### src/rtl/ec_pkg.sv
// Shared constants, FSM encoding and offset helper for the AV1 range-update stage.
package ec_pkg;

  localparam int EC_MIN_PROB_DEFAULT = 4;

  // Normalised initial range: the top RANGE_WIDTH bits of this word give 1<<(RANGE_WIDTH-1).
  localparam logic [31:0] RANGE_INIT = 32'h8000_0000;

  typedef enum logic [1:0] {
    IDLE = 2'd0,
    CALC = 2'd1,
    OUT  = 2'd2
  } ec_state_e;

  function automatic logic [31:0] ec_offset(input logic [31:0] n, input logic [31:0] k,
                                            input logic [31:0] step);
    if (k <= n) begin
      ec_offset = step * (n - k + 32'd1);
    end else begin
      ec_offset = 32'd0;
    end
  endfunction

endpackage

### src/rtl/ec_min_prob_offset.sv
// Combinational min-probability offset off(N,k); k is one bit wider so k=s+1 never wraps.
module ec_min_prob_offset
  import ec_pkg::*;
#(
  parameter int SYM_WIDTH   = 4,
  parameter int OFF_WIDTH   = 16,
  parameter int EC_MIN_PROB = EC_MIN_PROB_DEFAULT
) (
  input  logic [SYM_WIDTH-1:0] n,
  input  logic [SYM_WIDTH:0]   k,
  output logic [OFF_WIDTH-1:0] off
);

  assign off = OFF_WIDTH'(ec_offset(32'(n), 32'(k), 32'(EC_MIN_PROB)));

endmodule

### src/rtl/ec_range_update.sv
// Range-update stage of the AV1 multi-symbol arithmetic encoder: computes u/v, renormalises
// the range register and hands low-increment and shift count to the low/carry stage.
module ec_range_update
  import ec_pkg::*;
#(
  parameter int SYM_WIDTH   = 4,
  parameter int PROB_WIDTH  = 16,
  parameter int RANGE_WIDTH = 16,
  parameter int EC_MIN_PROB = EC_MIN_PROB_DEFAULT,
  parameter int SHIFT_WIDTH = $clog2(RANGE_WIDTH)
) (
  input  logic                   clk,
  input  logic                   reset,
  input  logic                   in_valid,
  output logic                   in_ready,
  input  logic                   in_init,
  input  logic [SYM_WIDTH-1:0]   in_n,
  input  logic [SYM_WIDTH-1:0]   in_s,
  input  logic [PROB_WIDTH-1:0]  in_fl,
  input  logic [PROB_WIDTH-1:0]  in_fh,
  output logic                   out_valid,
  input  logic                   out_ready,
  output logic [RANGE_WIDTH-1:0] out_low_add,
  output logic [RANGE_WIDTH-1:0] out_range,
  output logic [SHIFT_WIDTH-1:0] out_shift,
  output logic                   out_err
);

  localparam int PW = RANGE_WIDTH + PROB_WIDTH;
  localparam logic [RANGE_WIDTH-1:0] R_INIT = RANGE_INIT[31 -: RANGE_WIDTH];

  ec_state_e              state_r, state_next_s;
  logic                   out_valid_r;
  logic [RANGE_WIDTH-1:0] range_r;
  logic [RANGE_WIDTH-1:0] low_add_r, out_range_r;
  logic [SHIFT_WIDTH-1:0] shift_r;
  logic                   err_r;

  logic [RANGE_WIDTH-1:0] pfl_r, pfh_r, off_lo_r, off_hi_r;
  logic                   sym_zero_r, sym_err_r;

  logic                   in_ready_s, accept_s, sym_err_s;
  logic [RANGE_WIDTH-1:0] r_eff_s, pfl_s, pfh_s, off_lo_s, off_hi_s;
  logic [SYM_WIDTH:0]     k_lo_s, k_hi_s;
  logic [RANGE_WIDTH-1:0] u_s, v_s, rnew_s, low_s, norm_s;
  logic [SHIFT_WIDTH-1:0] msb_s, d_s;
  logic                   unused_s;

  assign in_ready_s = (state_r == IDLE) | ((state_r == OUT) & out_ready);
  assign accept_s   = in_valid & in_ready_s;
  assign sym_err_s  = (in_s > in_n);
  assign r_eff_s    = in_init ? R_INIT : range_r;

  // Products use the truncated operands (R>>8, f>>6) so the low input bits never contribute.
  assign pfl_s = RANGE_WIDTH'((PW'(r_eff_s[RANGE_WIDTH-1:8]) * PW'(in_fl[PROB_WIDTH-1:6])) >> 1);
  assign pfh_s = RANGE_WIDTH'((PW'(r_eff_s[RANGE_WIDTH-1:8]) * PW'(in_fh[PROB_WIDTH-1:6])) >> 1);
  assign unused_s = ^{in_fl[5:0], in_fh[5:0]};

  assign k_lo_s = {1'b0, in_s};
  assign k_hi_s = {1'b0, in_s} + {{SYM_WIDTH{1'b0}}, 1'b1};

  ec_min_prob_offset #(
    .SYM_WIDTH  (SYM_WIDTH),
    .OFF_WIDTH  (RANGE_WIDTH),
    .EC_MIN_PROB(EC_MIN_PROB)
  ) u_off_lo (
    .n  (in_n),
    .k  (k_lo_s),
    .off(off_lo_s)
  );

  ec_min_prob_offset #(
    .SYM_WIDTH  (SYM_WIDTH),
    .OFF_WIDTH  (RANGE_WIDTH),
    .EC_MIN_PROB(EC_MIN_PROB)
  ) u_off_hi (
    .n  (in_n),
    .k  (k_hi_s),
    .off(off_hi_s)
  );

  // Next-state logic for the IDLE/CALC/OUT handshake.
  always_comb begin
    state_next_s = state_r;
    case (state_r)
      IDLE: begin
        if (in_valid) begin
          state_next_s = CALC;
        end else begin
          state_next_s = IDLE;
        end
      end
      CALC: state_next_s = OUT;
      OUT: begin
        if (out_ready & in_valid) begin
          state_next_s = CALC;
        end else if (out_ready) begin
          state_next_s = IDLE;
        end else begin
          state_next_s = OUT;
        end
      end
      default: state_next_s = IDLE;
    endcase
  end

  // Interval arithmetic and renormalisation from the registered products and offsets.
  always_comb begin
    u_s = pfl_r + off_lo_r;
    v_s = pfh_r + off_hi_r;
    if (sym_zero_r) begin
      rnew_s = range_r - v_s;
      low_s  = {RANGE_WIDTH{1'b0}};
    end else begin
      rnew_s = u_s - v_s;
      low_s  = range_r - u_s;
    end
    msb_s = {SHIFT_WIDTH{1'b0}};
    for (int i = 0; i < RANGE_WIDTH; i++) begin
      msb_s = rnew_s[i] ? SHIFT_WIDTH'(i) : msb_s;
    end
    d_s    = SHIFT_WIDTH'(RANGE_WIDTH - 1) - msb_s;
    norm_s = rnew_s << d_s;
  end

  // FSM state and the registered result-valid flag.
  always_ff @(posedge clk or posedge reset) begin
    if (reset) begin
      state_r     <= IDLE;
      out_valid_r <= 1'b0;
    end else begin
      state_r     <= state_next_s;
      out_valid_r <= (state_next_s == OUT);
    end
  end

  // Capture products, offsets and symbol class when a tuple is accepted.
  always_ff @(posedge clk or posedge reset) begin
    if (reset) begin
      pfl_r      <= {RANGE_WIDTH{1'b0}};
      pfh_r      <= {RANGE_WIDTH{1'b0}};
      off_lo_r   <= {RANGE_WIDTH{1'b0}};
      off_hi_r   <= {RANGE_WIDTH{1'b0}};
      sym_zero_r <= 1'b0;
      sym_err_r  <= 1'b0;
    end else if (accept_s) begin
      pfl_r      <= pfl_s;
      pfh_r      <= pfh_s;
      off_lo_r   <= off_lo_s;
      off_hi_r   <= off_hi_s;
      sym_zero_r <= (in_s == {SYM_WIDTH{1'b0}});
      sym_err_r  <= sym_err_s;
    end
  end

  // Range register and result outputs; an erroneous symbol leaves the range untouched.
  always_ff @(posedge clk or posedge reset) begin
    if (reset) begin
      range_r     <= R_INIT;
      low_add_r   <= {RANGE_WIDTH{1'b0}};
      out_range_r <= {RANGE_WIDTH{1'b0}};
      shift_r     <= {SHIFT_WIDTH{1'b0}};
      err_r       <= 1'b0;
    end else if (state_r == CALC) begin
      if (sym_err_r) begin
        err_r       <= 1'b1;
        low_add_r   <= {RANGE_WIDTH{1'b0}};
        shift_r     <= {SHIFT_WIDTH{1'b0}};
        out_range_r <= range_r;
      end else begin
        err_r       <= 1'b0;
        low_add_r   <= low_s;
        shift_r     <= d_s;
        out_range_r <= norm_s;
        range_r     <= norm_s;
      end
    end else if (accept_s) begin
      range_r <= r_eff_s;
    end
  end

  assign in_ready    = in_ready_s;
  assign out_valid   = out_valid_r;
  assign out_low_add = low_add_r;
  assign out_range   = out_range_r;
  assign out_shift   = shift_r;
  assign out_err     = err_r;

endmodule

### config.mk
export PLATFORM = sky130hd
export DESIGN_NAME = ec_range_update
export DESIGN_NICKNAME = d
export VERILOG_FILES = /design/src/rtl/ec_pkg.sv /design/src/rtl/ec_min_prob_offset.sv /design/src/rtl/ec_range_update.sv
export SDC_FILE = /design/constraint.sdc
export NUM_CORES = 1
export LEC_CHECK = 0
export CAP_MARGIN = 30
export CORE_MARGIN = 5
export CORE_UTILIZATION = 63
export CTS_CLUSTER_SIZE = 20
export DETAILED_ROUTE_END_ITERATION = 7
export HOLD_SLACK_MARGIN = 0.1
export PLACE_DENSITY_LB_ADDON = 0.1
export RECOVER_POWER = 50
export SETUP_SLACK_MARGIN = 0.05
export SLEW_MARGIN = 30
export SYNTH_ARGS = -nofsm -noshare
export SYNTH_HDL_FRONTEND = slang
export SYNTH_SLANG_ARGS = --single-unit
### constraint.sdc
create_clock -name clk -period 15.68 [get_ports clk]
set_clock_uncertainty 0.1 [all_clocks]
set_input_delay 2.352 -clock clk [delete_from_list [all_inputs] [get_ports clk]]
set_output_delay 2.352 -clock clk [all_outputs]
set_load 0.02 [all_outputs]
==> run summary, run 1 <==
first-pass GRT wire length -> 57280 µm
CP Class -> input port to flop
gpl congestion -> 0.9388
worst slew pin tran -> 4408 ps
Post-route DRC -> 0
vias in the first global route -> 11.36k
critical path capture point type -> flop
top cell type's share of synthesized area -> 21.08%
max-slew violations -> 85
Skew-Pair Late Insertion Delay -> 440 ps
die area -> 24310 µm²
CTS clk-pin slew, worst paths -> 60 ps
total wire length -> 34470 µm
CTS max path bufs -> 2
GRT overflow -> 0
Syn. warnings -> 0
CP arrival -> 8070 ps
row count -> 53
final setup fails -> 0
most common flop cell mapped by yosys -> dfrtp_1
number of distinct library cells after synthesis -> 81
failing checks -> max-capacitance violations, max-slew violations
clock root cell -> clkbuf_16
Hold/Removal Path Class -> flop to flop
CTS resizes -> 0
post-synthesis sequential area ratio -> 21.28%
cells on worst reg2reg path -> 29
max cap viols -> 1
via count -> 11.33k
via/cell ratio -> 5.942
commonest non-fill, non-tap cells in the layout -> nand2_1, inv_1, ha_1
most common cell after layout, fill and taps aside -> nand2_1
Final period util -> 50.31%
RR Startpoint -> off_lo_r[2]
Die Y-Extent -> 155.9 µm
top post-synthesis cells by area -> dfrtp_1, fa_1, ha_1, nand2_1, inv_1
Post-CTS Setup Bufs -> 0
hold_buf cts -> 0
starting density of the core -> 63.80%
Detailed Route Iter0 Violations -> 764
RSZ-0062 raised after global routing -> false
Sink Count -> 114
routed length per instance -> 18.08 µm
final-stage net count -> 1907
Area growth syn-to-layout -> 11.26%
Req. time, crit path -> 15860 ps
diodes inserted -> 0
Min Clock Period, post-route -> 7889 ps
Final WS setup -> 7791 ps
fraction of layout cells with a size suffix above 1 -> 5.086%
Total Routing Usage GR -> 29.23%
IO Port Bufs -> 71
achievable clock frequency -> 126.8 MHz
core area -> 21020 µm²
FFs w/ async S/R, synth -> 100.0%
Max H-tree Level -> 4
1st-pass router iterations -> 5
Crit Path Max Fanout -> 20
hold path cells -> 2
reg2reg end -> range_r[5]
Slew HR -> -193.8%
post-route ant nets -> 0
Synthesized Nets -> 1863
Syn Area/Cell -> 8.515 µm²
Hold Crit Start -> out_range[11]
startpoint types -> input port
cell area after synthesis -> 13410 µm²
dpl hpwl -> 26590 µm
setup_tns -> 0 ps
Fin. Hold Viols -> 0
Die Width -> 155.9 µm
pin count of the biggest net entering global routing -> 87
Worst R2R Setup Slack -> 8890 ps
# IOs -> 84
Post-synth EDFFs -> 0
CTS Buf Count -> 17
Place WS -> 7387 ps
worst hold path endpoint -> out_range[11]
CTS tree -> yes
antenna violations before repair -> 1
run status -> finished with violations
Yosys reg bits -> 114
leading area contributor after synthesis -> dfrtp_1
Post-Synthesis Cells -> 1575
-- per-layer routing --
metal | part of all wire (%) | vias to the layer above | global-route usage [%]
met2 | 48 | 368 | 48.47
met1 | 43 | 5446 | 38.25
met5 | 0.038 | - | 0
met4 | 4.4 | 2 | 13.13
li1 | - | 5442 | -
met3 | 5.1 | 73 | 4.161
-- stage by stage --
step           util, %  instances  cell area (µm²)  hold slack (ps)
2_1_floorplan        -       1575            13410            350.5
3_3_place_gp     68.10       1874            14320            354.7
3_5_place_dp     68.12       1874            14320            363.5
4_1_cts          70.92       1906            14910            378.3
5_1_grt          70.98       1907            14920            398.1
6_report         70.98       1907            14920            375.2
-- registers in the layout (all words and copies together) (netlist names) --
signal and flops:
out_low_add 16, pfh_r 16, off_hi_r 13, pfl_r 16, out_err 1, out_valid 1
sym_err_r 1, sym_zero_r 1, out_range 16, out_shift 4, state_r 2, range_r 16
off_lo_r 11
-- critical path, cell delays in order --
cell and delay [ps]:
clkdlybuf4s50_1 680, nor2b_2 850, nand2_1 190, fa_1 560, fa_1 550, inv_1 50
fa_1 470, inv_1 50, fa_1 470, inv_1 40, ha_1 280, inv_1 80
a21oi_1 50, o21ai_0 230, a21oi_1 120, o21ai_0 150, nand2b_1 110, a21o_1 180
a21oi_1 210, o21ai_0 150, xnor2_1 140, o21ai_0 80
-- layout make-up --
| cell class | instances | area, µm² |
|---|---|---|
| multi-input combinational | 1226 | 9686 |
| fill | 1692 | 6100 |
| sequential | 114 | 2855 |
| timing repair buffer | 80 | 770.7 |
| inverter | 180 | 676.9 |
| clock buffer | 17 | 425.4 |
| tap | 275 | 344.1 |
| clock inverter | 15 | 163.9 |
-- cell families (layout without fill, tap and decap cells) --
| family | after synthesis | count (layout) | synth area share [%] |
|---|---|---|---|
| multiplexers | 19 | 19 | 1.446 |
| AO/OA/AOI/OAI | 390 | 390 | 19.15 |
| adder cells (fa/ha/maj) | 243 | 243 | 28.27 |
| flip-flops | 114 | 114 | 21.28 |
| XOR/XNOR | 85 | 85 | 5.663 |
| AND/OR/NAND/NOR | 489 | 489 | 17.46 |
| buffers and inverters | 235 | 292 | 6.736 |
-- cell usage after synthesis (all sizes together) (3+ instances only) --
| cell type | n |
|---|---|
| nand3 | 23 |
| and2 | 92 |
| a211oi | 16 |
| o211ai | 6 |
| mux2i | 16 |
| a22o | 20 |
| a32o | 3 |
| or3 | 10 |
| nand3b | 4 |
| nand2 | 228 |
| fa | 100 |
| o22ai | 5 |
| a22oi | 11 |
| a21o | 34 |
| and3 | 11 |
| o221ai | 4 |
| o21bai | 13 |
| a31oi | 16 |
| or2 | 6 |
| mux2 | 3 |
| dfrtp | 113 |
| a2111oi | 3 |
| ha | 143 |
| xor2 | 32 |
| a221oi | 5 |
| a31o | 4 |
| xnor2 | 53 |
| nand2b | 14 |
| buf | 15 |
| inv | 180 |
| o21a | 12 |
| nor3 | 22 |
| nor2b | 18 |
| clkbuf | 40 |
| nor2 | 51 |
| a21boi | 4 |
| nand4 | 6 |
| o21ai | 120 |
| o31ai | 8 |
| a21oi | 84 |
-- how the worst max path moves through the flow --
stage / cells after the start / end / from / slack (ps)
finish: 22 / pfl_r[14] / in_init / 7790
global route: 3 / sym_zero_r / reset / 6510
CTS: 22 / pfl_r[14] / in_init / 7820
detailed placement: 22 / pfl_r[14] / in_init / 7390
global placement: 20 / pfh_r[14] / in_init / 7430
floorplan: 22 / pfh_r[15] / in_init / 8650
Power of run 1 is not shown: default switching activity piles up to over one toggle a cycle in this logic, so the estimate is an artifact.
==> run 2, diff against run 1 <==
- CORE_UTILIZATION: 63 -> 62
- clock period: 15.68 -> 7.6 ns (I/O delays scaled with it)
==> run summary, run 2 (same netlist as run 1, synthesis figures left out) <==
vias in the first global route -> 11.38k
GRT Max-Usage Layer -> met2
die area -> 24670 µm²
routed length per instance -> 17.98 µm
# IOs -> 84
Hold Crit Start -> out_shift[3]
CTS clk-pin slew, worst paths -> 60 ps
fraction of layout cells with a size suffix above 1 -> 5.244%
final-stage net count -> 1915
met1 GRT Util -> 37.19%
worst hold path endpoint -> out_shift[3]
core area -> 21150 µm²
Post-CTS Setup Bufs -> 0
hold path cells -> 1
worst slew pin tran -> 3091 ps
Post-route DRC -> 0
pin count of the biggest net entering global routing -> 87
Fillers -> 1723
failing checks -> max-capacitance violations, max-slew violations
1st-pass router iterations -> 5
area of the multi-input gates -> 9657 µm²
via count -> 11.46k
CP Class -> flop to flop
Area growth syn-to-layout -> 11.37%
reg2reg end -> out_range[5]
run status -> finished with violations
via/cell ratio -> 5.983
Sink Count -> 114
register area -> 2855 µm²
GRT overflow -> 0
Detailed Route Iter0 Violations -> 748
gpl congestion -> 0.9232
CTS resizes -> 0
Crit Path Max Fanout -> 14
setup_tns -> 0 ps
CTS Buf Count -> 17
max-slew violations -> 117
first-pass GRT wire length -> 57000 µm
startpoint types -> flop
Req. time, crit path -> 7790 ps
critical path's slowest cell -> xnor2_2
max cap viols -> 2
CP arrival -> 7100 ps
met3 GRT Util -> 2.914%
RR Startpoint -> off_lo_r[2]
row count -> 53
achievable clock frequency -> 144.6 MHz
Final period util -> 90.98%
critical path capture point type -> flop
Max H-tree Level -> 4
Die Y-Extent -> 157.1 µm
clock root cell -> clkbuf_16
dpl cell area -> 14370 µm²
CTS max path bufs -> 2
starting density of the core -> 63.40%
diodes inserted -> 0
cell mode on critical path -> o21ai_0
hold_buf cts -> 0
cells on worst reg2reg path -> 27
Total Routing Usage GR -> 28.71%
Die Width -> 157.1 µm
Slew HR -> -107.2%
Worst path max stage delay -> 730 ps
met2 usage -> 48.94%
Worst R2R Setup Slack -> 690 ps
CTS tree -> yes
Hold/Removal Path Class -> flop to flop
Fin. Hold Viols -> 0
IO Port Bufs -> 71
most common cell after layout, fill and taps aside -> nand2_1
post-route cell area -> 14940 µm²
commonest non-fill, non-tap cells in the layout -> nand2_1, inv_1, ha_1
antenna violations before repair -> 0
final setup fails -> 0
total wire length -> 34430 µm
RSZ-0062 raised after global routing -> false
post-route ant nets -> 0
dpl hpwl -> 27170 µm
Min Clock Period, post-route -> 6914 ps
Skew-Pair Late Insertion Delay -> 420 ps
run 2: stage by stage:
step                instances  worst slack (ps)  hold slack, ps  util (%)
finish                   1915             685.8           371.0     70.61
CTS                      1915             886.5           382.9     70.65
detailed placement       1883             780.7           364.5     67.94
global placement         1883             864.8           358.5     67.94
global route             1915             426.2           390.3     70.61
floorplan                1575              1785           350.5         -
run 2: critical path: cells and delay by family (launching register included):
family	cells	cell delay, ps
fa+ha+maj	3	1020
flops	1	390
buf+inv	1	60
compound gates	16	3430
simple gates	3	360
mux	1	320
xor+xnor	3	1070
run 2: how the worst max path moves through the flow:
stage	startpoint	to	cells past startpoint
floorplan	in_init	pfh_r[15]	22
global placement	in_init	pfh_r[15]	22
detailed placement	in_init	pfh_r[15]	22
CTS	off_lo_r[2]	out_range[5]	27
global route	off_lo_r[2]	range_r[11]	27
finish	off_lo_r[2]	out_range[5]	27
run 2: layout make-up:
| type | instances | share of cell area (%) |
|---|---|---|
| clock buffers | 17 | 2.848 |
| clock inverters | 15 | 0.9884 |
| inverters | 180 | 4.532 |
| multi-input cells | 1226 | 64.65 |
| flip-flops and latches | 114 | 19.12 |
| well taps | 275 | 2.304 |
| repair buffers | 88 | 5.562 |
run 2: metal layers:
metal  wire (µm)  vias up  share of wire [%]
met5           0        -                  0
met4        1549        0                4.5
met3        1863       73                5.4
met2       16500      398                 48
met1       14520     5529                 42
li1            -     5458                  -
Power of run 2 is left out for the same reason.
